File: src/rtl/lsu_pkg.sv
// rtl/lsu_pkg.sv - shared types, widths and request legality check for the load/store unit
package lsu_pkg;

    localparam int ADDR_W = 12;
    localparam int DATA_W = 32;
    localparam int WIDX_W = ADDR_W - 2;

    typedef enum logic [1:0] {
        SZ_BYTE = 2'b00,
        SZ_HALF = 2'b01,
        SZ_WORD = 2'b10,
        SZ_ILL  = 2'b11
    } size_e;

    typedef enum logic [2:0] {
        ST_IDLE,
        ST_LOAD,
        ST_RMW_READ,
        ST_WRITE,
        ST_RESP
    } state_e;

    function automatic logic req_bad(input size_e size, input logic [1:0] addr_lo);
        case (size)
            SZ_BYTE: req_bad = 1'b0;
            SZ_HALF: req_bad = addr_lo[0];
            SZ_WORD: req_bad = (addr_lo != 2'b00);
            default: req_bad = 1'b1;
        endcase
    endfunction

endpackage

File: src/rtl/load_store_unit_if.sv
// rtl/load_store_unit_if.sv - request/response handshake and data memory bus
interface load_store_unit_if;
    import lsu_pkg::*;

    logic                req_valid;
    logic                req_ready;
    logic                req_write;
    logic [1:0]          req_size;
    logic                req_signed;
    logic [ADDR_W-1:0]   req_addr;
    logic [DATA_W-1:0]   req_wdata;
    logic                rsp_valid;
    logic [DATA_W-1:0]   rsp_rdata;
    logic                rsp_error;
    logic                mem_we;
    logic [WIDX_W-1:0]   mem_address;
    logic [DATA_W-1:0]   mem_data;
    logic [DATA_W-1:0]   mem_q;

    modport slave (
        input  req_valid, req_write, req_size, req_signed, req_addr, req_wdata, mem_q,
        output req_ready, rsp_valid, rsp_rdata, rsp_error, mem_we, mem_address, mem_data
    );

    modport master (
        output req_valid, req_write, req_size, req_signed, req_addr, req_wdata, mem_q,
        input  req_ready, rsp_valid, rsp_rdata, rsp_error, mem_we, mem_address, mem_data
    );

endinterface

File: src/rtl/lsu_lane_align.sv
// rtl/lsu_lane_align.sv - little-endian lane extract/extend for loads and lane merge for stores
module lsu_lane_align
    import lsu_pkg::*;
(
    input  logic [DATA_W-1:0] word_i,
    input  logic [1:0]        addr_lo_i,
    input  size_e             size_i,
    input  logic              signed_i,
    input  logic [DATA_W-1:0] wdata_i,
    output logic [DATA_W-1:0] load_o,
    output logic [DATA_W-1:0] merge_o
);

    logic [4:0]        shamt;
    logic [DATA_W-1:0] lane;
    logic [DATA_W-1:0] mask;

    assign shamt = {addr_lo_i, 3'b000};
    assign lane  = word_i >> shamt;

    always_comb begin
        load_o = word_i;
        mask   = '1;
        case (size_i)
            SZ_BYTE: begin
                load_o = {{24{signed_i & lane[7]}}, lane[7:0]};
                mask   = 32'h0000_00FF;
            end
            SZ_HALF: begin
                load_o = {{16{signed_i & lane[15]}}, lane[15:0]};
                mask   = 32'h0000_FFFF;
            end
            default: ;
        endcase
        merge_o = (word_i & ~(mask << shamt)) | ((wdata_i & mask) << shamt);
    end

endmodule

File: src/rtl/load_store_unit.sv
// rtl/load_store_unit.sv - load/store FSM driving a single-port word memory with sub-word read-modify-write
module load_store_unit
    import lsu_pkg::*;
(
    input  logic              CLK,
    input  logic              RST_N,
    load_store_unit_if.slave  bus
);

    state_e            state_q;
    size_e             size_q;
    logic              signed_q;
    logic [1:0]        addr_lo_q;
    logic [DATA_W-1:0] wdata_q;
    logic              mem_we_q;
    logic [WIDX_W-1:0] mem_address_q;
    logic [DATA_W-1:0] mem_data_q;
    logic              rsp_valid_q;
    logic [DATA_W-1:0] rsp_rdata_q;
    logic              rsp_error_q;

    logic [DATA_W-1:0] load_d;
    logic [DATA_W-1:0] merge_d;
    size_e             req_size;

    assign req_size = size_e'(bus.req_size);

    lsu_lane_align u_align (
        .word_i    (bus.mem_q),
        .addr_lo_i (addr_lo_q),
        .size_i    (size_q),
        .signed_i  (signed_q),
        .wdata_i   (wdata_q),
        .load_o    (load_d),
        .merge_o   (merge_d)
    );

    always_ff @(posedge CLK or negedge RST_N) begin
        if (!RST_N) begin
            state_q       <= ST_IDLE;
            size_q        <= SZ_BYTE;
            signed_q      <= 1'b0;
            addr_lo_q     <= '0;
            wdata_q       <= '0;
            mem_we_q      <= 1'b0;
            mem_address_q <= '0;
            mem_data_q    <= '0;
            rsp_valid_q   <= 1'b0;
            rsp_rdata_q   <= '0;
            rsp_error_q   <= 1'b0;
        end else begin
            // Pulses default low; only the entry into WRITE/RESP raises them.
            mem_we_q    <= 1'b0;
            rsp_valid_q <= 1'b0;
            case (state_q)
                ST_IDLE: begin
                    if (bus.req_valid) begin
                        size_q        <= req_size;
                        signed_q      <= bus.req_signed;
                        addr_lo_q     <= bus.req_addr[1:0];
                        wdata_q       <= bus.req_wdata;
                        mem_address_q <= bus.req_addr[ADDR_W-1:2];
                        if (req_bad(req_size, bus.req_addr[1:0])) begin
                            rsp_valid_q <= 1'b1;
                            rsp_error_q <= 1'b1;
                            rsp_rdata_q <= '0;
                            state_q     <= ST_RESP;
                        end else if (!bus.req_write) begin
                            state_q <= ST_LOAD;
                        end else if (req_size == SZ_WORD) begin
                            mem_data_q <= bus.req_wdata;
                            mem_we_q   <= 1'b1;
                            state_q    <= ST_WRITE;
                        end else begin
                            state_q <= ST_RMW_READ;
                        end
                    end
                end
                ST_LOAD: begin
                    rsp_rdata_q <= load_d;
                    rsp_error_q <= 1'b0;
                    rsp_valid_q <= 1'b1;
                    state_q     <= ST_RESP;
                end
                ST_RMW_READ: begin
                    mem_data_q <= merge_d;
                    mem_we_q   <= 1'b1;
                    state_q    <= ST_WRITE;
                end
                ST_WRITE: begin
                    rsp_rdata_q <= '0;
                    rsp_error_q <= 1'b0;
                    rsp_valid_q <= 1'b1;
                    state_q     <= ST_RESP;
                end
                default: state_q <= ST_IDLE;
            endcase
        end
    end

    assign bus.req_ready   = (state_q == ST_IDLE);
    assign bus.mem_we      = mem_we_q;
    assign bus.mem_address = mem_address_q;
    assign bus.mem_data    = mem_data_q;
    assign bus.rsp_valid   = rsp_valid_q;
    assign bus.rsp_rdata   = rsp_rdata_q;
    assign bus.rsp_error   = rsp_error_q;

endmodule

File: src/flat_wrapper.sv
// flat-port wrapper written by rule: the top's interface ports become plain ports
module load_store_unit_flat import lsu_pkg::*;
  (CLK, RST_N, bus_req_valid, bus_req_write, bus_req_size, bus_req_signed, bus_req_addr, bus_req_wdata, bus_mem_q, bus_req_ready, bus_rsp_valid, bus_rsp_rdata, bus_rsp_error, bus_mem_we, bus_mem_address, bus_mem_data);
  load_store_unit_if bus_i ();
  input  logic CLK;
  input  logic RST_N;
  input wire logic [$bits(bus_i.req_valid)-1:0] bus_req_valid;
  input wire logic [$bits(bus_i.req_write)-1:0] bus_req_write;
  input wire logic [$bits(bus_i.req_size)-1:0] bus_req_size;
  input wire logic [$bits(bus_i.req_signed)-1:0] bus_req_signed;
  input wire logic [$bits(bus_i.req_addr)-1:0] bus_req_addr;
  input wire logic [$bits(bus_i.req_wdata)-1:0] bus_req_wdata;
  input wire logic [$bits(bus_i.mem_q)-1:0] bus_mem_q;
  output wire logic [$bits(bus_i.req_ready)-1:0] bus_req_ready;
  output wire logic [$bits(bus_i.rsp_valid)-1:0] bus_rsp_valid;
  output wire logic [$bits(bus_i.rsp_rdata)-1:0] bus_rsp_rdata;
  output wire logic [$bits(bus_i.rsp_error)-1:0] bus_rsp_error;
  output wire logic [$bits(bus_i.mem_we)-1:0] bus_mem_we;
  output wire logic [$bits(bus_i.mem_address)-1:0] bus_mem_address;
  output wire logic [$bits(bus_i.mem_data)-1:0] bus_mem_data;
  assign bus_i.req_valid = bus_req_valid;
  assign bus_i.req_write = bus_req_write;
  assign bus_i.req_size = bus_req_size;
  assign bus_i.req_signed = bus_req_signed;
  assign bus_i.req_addr = bus_req_addr;
  assign bus_i.req_wdata = bus_req_wdata;
  assign bus_i.mem_q = bus_mem_q;
  assign bus_req_ready = bus_i.req_ready;
  assign bus_rsp_valid = bus_i.rsp_valid;
  assign bus_rsp_rdata = bus_i.rsp_rdata;
  assign bus_rsp_error = bus_i.rsp_error;
  assign bus_mem_we = bus_i.mem_we;
  assign bus_mem_address = bus_i.mem_address;
  assign bus_mem_data = bus_i.mem_data;
  load_store_unit u_core (.CLK(CLK), .RST_N(RST_N), .bus(bus_i));
endmodule
File: config.mk
export PLATFORM = sky130hd
export DESIGN_NAME = load_store_unit_flat
export DESIGN_NICKNAME = d
export VERILOG_FILES = /design/src/rtl/lsu_pkg.sv /design/src/rtl/load_store_unit_if.sv /design/src/rtl/lsu_lane_align.sv /design/src/rtl/load_store_unit.sv /design/src/flat_wrapper.sv
export SDC_FILE = /design/constraint.sdc
export NUM_CORES = 1
export LEC_CHECK = 0
export ABC_AREA = 0
export CAP_MARGIN = 30
export CORE_MARGIN = 2
export CORE_UTILIZATION = 50
export CTS_CLUSTER_DIAMETER = 40
export DETAILED_ROUTE_END_ITERATION = 16
export GPL_TIMING_DRIVEN = 0
export PLACE_DENSITY_LB_ADDON = 0.25
export SETUP_SLACK_MARGIN = 0.5
export SLEW_MARGIN = 20
export SYNTH_ARGS = -nofsm -noshare
export SYNTH_HDL_FRONTEND = slang
export SYNTH_SLANG_ARGS = --single-unit
File: constraint.sdc
create_clock -name CLK -period 5.36 [get_ports CLK]
set_input_delay 1.608 -clock CLK [delete_from_list [all_inputs] [get_ports CLK]]
set_output_delay 1.608 -clock CLK [all_outputs]
set_load 0.005 [all_outputs]
==> summary.txt, run 1 <==
Drt
  – ANT nets after route: 0
  – TritonRoute pass-1 iters: 6
  – Wire length per cell: 22.9 um
  – Vias: about 5500
  – DRC Markers: 0
  – Drt first-iter violations: about 500
  – Final wirelength: just over 20 mm
  – Vias per cell: a little over 6

Worst setup path
  – CP top delay family: buffers and inverters
  – Slowest-stage cell, CP: clkdlybuf4s50_1
  – Worst Path Required: 3.75 ns
  – CP max FO: 9
  – Critical path capture point type: output pin
  – Largest stage delay, worst path: about 0.53 ns
  – Crit Path Class: reg2out
  – Startpoint types: flop
  – Crit path DAT: roughly 1.7 ns
  – Buf/Inv on CP: 2
  – Worst-path cell chain: buf_4 > nor3_1 > clkdlybuf4s50_1

Final layout
  – Share of cells above drive strength 1: 0.159
  – Final std cell area, no fill: between 8000 and 9000 sq um
  – Most frequent cells in the layout: 159 x clkdlybuf4s50_1, 117 x dfrtp_1, 59 x nand2_1
  – Area Growth Syn to Fin: 41.9%
  – Commonest non-fill, non-tap cell in the layout: clkdlybuf4s50_1
  – Filler cells: about 830
  – # nets final: roughly 800
  – # diodes: 0

GRT
  – Largest net degree at the start of global routing: between 60 and 70
  – Gr usage total: 0.330
  – First-pass GRT wire length: about 32 mm
  – Initial antenna violation count: 0
  – GR Overflow Total: 0
  – Vias in the first global route: ~5500

Power
  – Leakage: between 3 and 4 nW
  – Pwr Density: 637 nW/um^2
  – Peak VDD IR: around 0.35 mV

Floorplan
  – Die Y: between 100 and 150 um
  – Die Area: 12700 sq um
  – Core area: 11500 sq um
  – Die X: around 110 um
  – # rows: 39
  – I/O pins: ~160
  – Starting density of the core: 0.513

Clocking
  – Sink Count: approximately 120
  – Num CTS Buffers: 17
  – # Post-CTS Setup Buffers: 0
  – Clock root cell: clkbuf_16
  – Worst-path clk slew: approximately 0.050 ns
  – H-Tree Depth: 4
  – CTS Hold Bufs: 0
  – TritonCTS clock tree: built
  – Worst-skew pair later-pin latency: approximately 0.43 ns
  – Quantity of gates resized following cts: 0
  – CTS Buffer Depth: 2

Run status
  – Status: completed

Timing
  – RSZ-0062 raised after global routing: false
  – Clock Skew: ~0.011 ns
  – Final hold viol count: 0
  – Max-slew violation count: 0
  – Min cycle time layout: approximately 3.3 ns
  – Fmax: about 300 MHz
  – Worst slew margin: 0.509
  – Slew @ Worst Pin: 0.734 ns
  – Final period util: 0.614
  – Setup TNS: 0 ns
  – # setup viols final: 0

Yosys
  – Syn nets: 634
  – Yosys warns: 0
  – Unique masters post-synth: 46
  – Asr flop ratio synth: 1.00
  – Syn_area_per_cell: about 11 sq um
  – Number of enable flip-flop cells after synthesis: 0
  – Cells after Synth: 551
  – Main synth FF type: dfrtp_1
  – #FFs+latches synth: 117
  – Sequential fraction of the synthesis area: 0.498
  – Mapped Area: 5880 sq um

Place
  – Port buffer count: 160
  – DPL Wire Length: ~15 mm
  – DP Area: 7700 sq um
  – Placer Congestion: around 0.92

Hold path
  – Worst hold-check path type: reg2reg

Job
  – Max-Cap Viols: 0
-- through the flow --
stage	power [mW]	hold slack [ns]	utilization	instances	setup slack [ns]
floorplan	2.90	0.463	-	551	2.51
global placement	3.97	0.455	0.668	854	-1.69
finish	5.32	0.480	0.728	887	2.07
detailed placement	4.03	0.469	0.671	856	1.71
CTS	5.31	0.483	0.728	887	2.06
global route	5.60	0.493	0.728	887	1.96
-- synthesized netlist by cell type (all sizes together), types with 2 or more instances --
cell type,instances,share of area
a31oi,11,0.015
or2,8,0.0085
and2,3,0.0032
o211ai,7,0.0089
mux2,45,0.086
nor2,23,0.015
nor3b,2,0.0045
a221oi,16,0.024
nand2b,9,0.0096
clkbuf,20,0.013
a21o,17,0.022
nor3,21,0.019
buf,24,0.025
a311oi,8,0.012
a221o,17,0.029
nor2b,3,0.0032
nand2,59,0.038
mux2i,26,0.044
a22o,6,0.0089
mux4,2,0.0077
nor4b,2,0.0066
a22oi,17,0.022
o21ai,58,0.049
a21oi,14,0.012
inv,6,0.0043
dfrtp,117,0.50
-- worst paths after layout --
| kind | start | slack [ns] | to | depth (start not counted) |
|---|---|---|---|---|
| worst min-delay path | u_core.bus.rsp_rdata[6] | 0.48 | u_core.bus.rsp_rdata[6] | 2 |
| worst min register to register | u_core.bus.rsp_rdata[6] | 0.48 | u_core.bus.rsp_rdata[6] | 2 |
| worst max register to register | u_core.addr_lo_q[0] | 3.18 | u_core.bus.mem_data[18] | 6 |
| worst max-delay path | u_core.state_q[2] | 2.07 | bus_req_ready | 3 |
| max in group asynchronous | RST_N | 3.53 | u_core.bus.mem_we | 2 |
| min in group asynchronous | RST_N | 1.13 | u_core.state_q[2] | 1 |
-- where the power goes --
part	switching (mW)	total, mW	leakage [nW]	internal [mW]
Combinational	1.25	2.48	1.76	1.22
Sequential	0.289	1.59	1.45	1.30
Clock	0.406	1.25	0.319	0.849
Total	1.95	5.32	3.53	3.38
-- tightest hold or removal path: cells and delay by family, from the launching register on --
| kind | cells | cell delay, ns |
|---|---|---|
| DFF | 1 | 0.35 |
| and+or+nand+nor | 2 | 0.10 |
-- layout make-up --
cell class                      instances  area, sq um  share of cell area
Inverter                                7         28.8             0.00345
Clock inverter                          7          141              0.0169
Clock buffer                           24          512              0.0613
Sequential cell                       117         2930               0.351
Timing Repair Buffer                  162         1640               0.196
Tap cell                              143          179              0.0214
Multi-Input combinational cell        383         2710               0.324
Buffer                                 44          220              0.0264
-- sequential cells by signal (all words and copies together) (netlist names) --
signal	flops
u_core.bus.rsp_rdata	32
u_core.bus.mem_data	32
u_core.bus.rsp_valid	1
u_core.size_q	2
u_core.bus.mem_address	10
u_core.bus.rsp_error	1
u_core.signed_q	1
u_core.state_q	3
u_core.addr_lo_q	2
u_core.wdata_q	32
u_core.bus.mem_we	1
-- cells by family after synthesis --
family	share of synthesized area
flip-flops	0.498
buffers and inverters	0.0423
AND/OR/NAND/NOR	0.113
AO/OA/AOI/OAI	0.209
multiplexers	0.138
-- per-layer routing --
| metal | track usage | wire length (um) | up-vias |
|---|---|---|---|
| met1 | 0.450 | 8540 | 2711 |
| met4 | 0.129 | 561 | 0 |
| met3 | 0.0670 | 1610 | 42 |
| met5 | 0 | 0 | - |
| met2 | 0.522 | 9580 | 293 |
| li1 | - | - | 2421 |
Power figures use the tool's default switching activity.
==> run 2: changes to the inputs <==
- CORE_UTILIZATION: 50 -> 49
- clock period: 5.36 -> 3.33 ns (I/O delays scaled with it)
==> run 2 against run 1 <==
Critical path depth is 2 higher. Setup slack got worse by 1.4 ns. Total power is 60% higher. Cell area is 0.12% lower. Cell count grew 0.56%. Worst hold slack lost 0.0018 ns. Routed wire length grew 1.1%. Utilization shrank 2.5 points. Largest cell class unchanged. Sequential cell count is the same. Count of clock-buffer cells in the layout decreased by 1. Largest power group unchanged.
==> summary.txt, run 2 (synthesis gave the netlist of run 1 again) <==
Drt
  – Drt first-iter violations: 572 (+16%)
  – ANT nets after route: 0 (unchanged)
  – Vias per cell: 6.13 (-0.54%)
  – TritonRoute pass-1 iters: 5 (-1)
  – DRC Markers: 0 (unchanged)
  – Wire length per cell: 23.0 um (+0.53%)
  – Final wirelength: 20.5 mm (+1.1%)
  – Vias: 5468 (+0.018%)

Worst setup path
  – Crit Path Class: in2reg
  – Critical path capture point type: flop
  – Startpoint types: input pin
  – CP max FO: 10 (+1)
  – Slowest-stage cell, CP: clkdlybuf4s50_1
  – Crit path DAT: 3.00 ns (+1.32 ns)
  – Largest stage delay, worst path: 0.67 ns (+0.14 ns)
  – Worst Path Required: 3.64 ns (-0.11 ns)
  – Worst-path cell chain: clkdlybuf4s50_1 > mux4_2 > o2111a_2 > buf_6 > a221o_1

Final layout
  – Post-Layout Cell Count: 892 (+0.56%)
  – Most frequent cells in the layout: 159 x clkdlybuf4s50_1, 117 x dfrtp_1, 59 x nand2_1
  – Core Util, Final: 0.703 (-0.0250)
  – # diodes: 0 (unchanged)
  – Final std cell area, no fill: 8340 sq um (-0.12%)
  – Commonest non-fill, non-tap cell in the layout: clkdlybuf4s50_1
  – Area Growth Syn to Fin: 41.8%
  – # nets final: 816 (+0.12%)
  – Share of cells above drive strength 1: 0.158 (-0.000213)

Floorplan
  – Core area: 11900 sq um (+3.4%)
  – # rows: 40 (+2.6%)
  – Die X: 114 um (+0.98%)
  – Die Y: 114 um (+0.98%)
  – I/O pins: 161 (unchanged)
  – Starting density of the core: 0.496 (-0.0171)
  – Die Area: 12900 sq um (+2.0%)

Clocking
  – Worst-skew pair later-pin latency: 0.43 ns (about the same)
  – Clock root cell: clkbuf_16
  – Quantity of gates resized following cts: 0 (unchanged)
  – H-Tree Depth: 4 (unchanged)
  – CTS Buffer Depth: 2 (unchanged)
  – CTS Hold Bufs: 0 (unchanged)
  – Num CTS Buffers: 17 (unchanged)
  – Worst-path clk slew: 0.05 ns (about the same)
  – # Post-CTS Setup Buffers: 0 (unchanged)
  – TritonCTS clock tree: built
  – Sink Count: 117 (unchanged)

Place
  – Dpl cells: 861 (+0.58%)
  – DP Area: 7730 sq um (+0.42%)
  – DPL Wire Length: 15.2 mm (+1.3%)
  – Placer Congestion: 0.970 (+5.0%)
  – Place WS: 0.236 ns (-1.48 ns)
  – Port buffer count: 160 (unchanged)

Timing
  – Min cycle time layout: 2.70 ns
  – Final worst slack: 0.632 ns (-1.44 ns)
  – Worst slew margin: 0.521 (+0.0116)
  – RSZ-0062 raised after global routing: false
  – Final hold viol count: 0 (unchanged)
  – Final period util: 0.810
  – Slew @ Worst Pin: 0.717 ns (-0.0173 ns)
  – Fmax: between 300 and 400 MHz
  – Max-slew violation count: 0 (unchanged)
  – Clock Skew: 0.0115 ns (+0.000639 ns)
  – # setup viols final: 0 (unchanged)

Power
  – Peak VDD IR: 0.584 mV (+65%)
  – Leakage: 3.52 nW (-0.41%)
  – Part of the power in registers: 0.303 (+0.004)
  – Internal: 5.32 mW (+58%)
  – Sw frac: 0.374 (+0.00852)
  – Pwr Density: 1020 nW/um^2 (+60%)
  – Switch Pwr: 3.18 mW (+63%)
  – Clock power share: 0.224 (-0.012)
  – Comb pwr share: 0.473 (+0.008)

GRT
  – Gr usage total: 0.327 (-0.00245)
  – Initial antenna violation count: 0 (unchanged)
  – First-pass GRT wire length: 31.7 mm (+0.16%)
  – Vias in the first global route: 5550 (+0.036%)
  – GR Overflow Total: 0 (unchanged)
  – Largest net degree at the start of global routing: 61 (-10%)

Run status
  – Status: completed

Job
  – Max-Cap Viols: 0 (unchanged)

Hold path
  – Worst hold-check path type: reg2reg
==> run 2: changes by cell type in the layout (fill, tap and decap cells not counted) <==
| cell | change |
|---|---|
| clkbuf_8 | -2 |
| clkinvlp_4 | +2 |
| buf_16 | +1 |
| bufinv_16 | -1 |
| clkbuf_1 | +1 |
| clkinv_2 | +1 |
| clkinv_4 | -1 |
==> run 2: per-layer routing <==
metal	up-vias	GRT usage	share of wire
met5	-	0	0
met4	0	0.133	0.026
met3	44	0.0962	0.089
met2	326	0.510	0.46
met1	2672	0.433	0.42
li1	2426	-	-
==> run 2: cell type report <==
type	instances	area, sq um
plain buffers	44	220
inverters	7	28.8
well taps	147	184
fillers	914	3520
multi-input cells	383	2710
clock buffers	23	488
flip-flops and latches	117	2930
repair buffers	163	1660
clock inverters	8	123
==> run 2: worst paths after layout <==
| kind | from | to | slack, ns | cells past startpoint |
|---|---|---|---|---|
| min in group asynchronous | RST_N | u_core.state_q[2] | 0.54 | 2 |
| min | u_core.bus.rsp_rdata[6] | u_core.bus.rsp_rdata[6] | 0.48 | 2 |
| min reg2reg | u_core.bus.rsp_rdata[6] | u_core.bus.rsp_rdata[6] | 0.48 | 2 |
| max | bus_mem_q[31] | u_core.bus.rsp_rdata[30] | 0.63 | 5 |
| max in group asynchronous | RST_N | u_core.bus.mem_data[16] | 2.48 | 2 |
| max reg2reg | u_core.state_q[2] | u_core.bus.mem_data[24] | 1.08 | 6 |
==> run 2: critical path: cells and delay by family <==
kind            cells  cell delay, ns
buf+inv             2            0.83
compound gates      2            0.59
mux                 1            0.57
==> run 2: per-stage QoR <==
stage	TNS (ns)	total power, mW	hold slack (ns)
6_report	0	8.50	0.478
5_1_grt	0	8.95	0.503
4_1_cts	0	8.46	0.479
3_5_place_dp	0	6.52	0.469
3_3_place_gp	-376.05	6.40	0.455
2_1_floorplan	0	4.66	0.463
==> run 2: power by group through the flow <==
stage | Sequential [mW] | Combinational (mW) | Clock (mW)
after floorplan | 2.47 | 2.19 | 0
after global placement | 2.54 | 3.86 | 0
after detailed placement | 2.58 | 3.95 | 0
after CTS | 2.56 | 3.99 | 1.92
after global routing | 2.64 | 4.31 | 2.00
final | 2.57 | 4.02 | 1.91
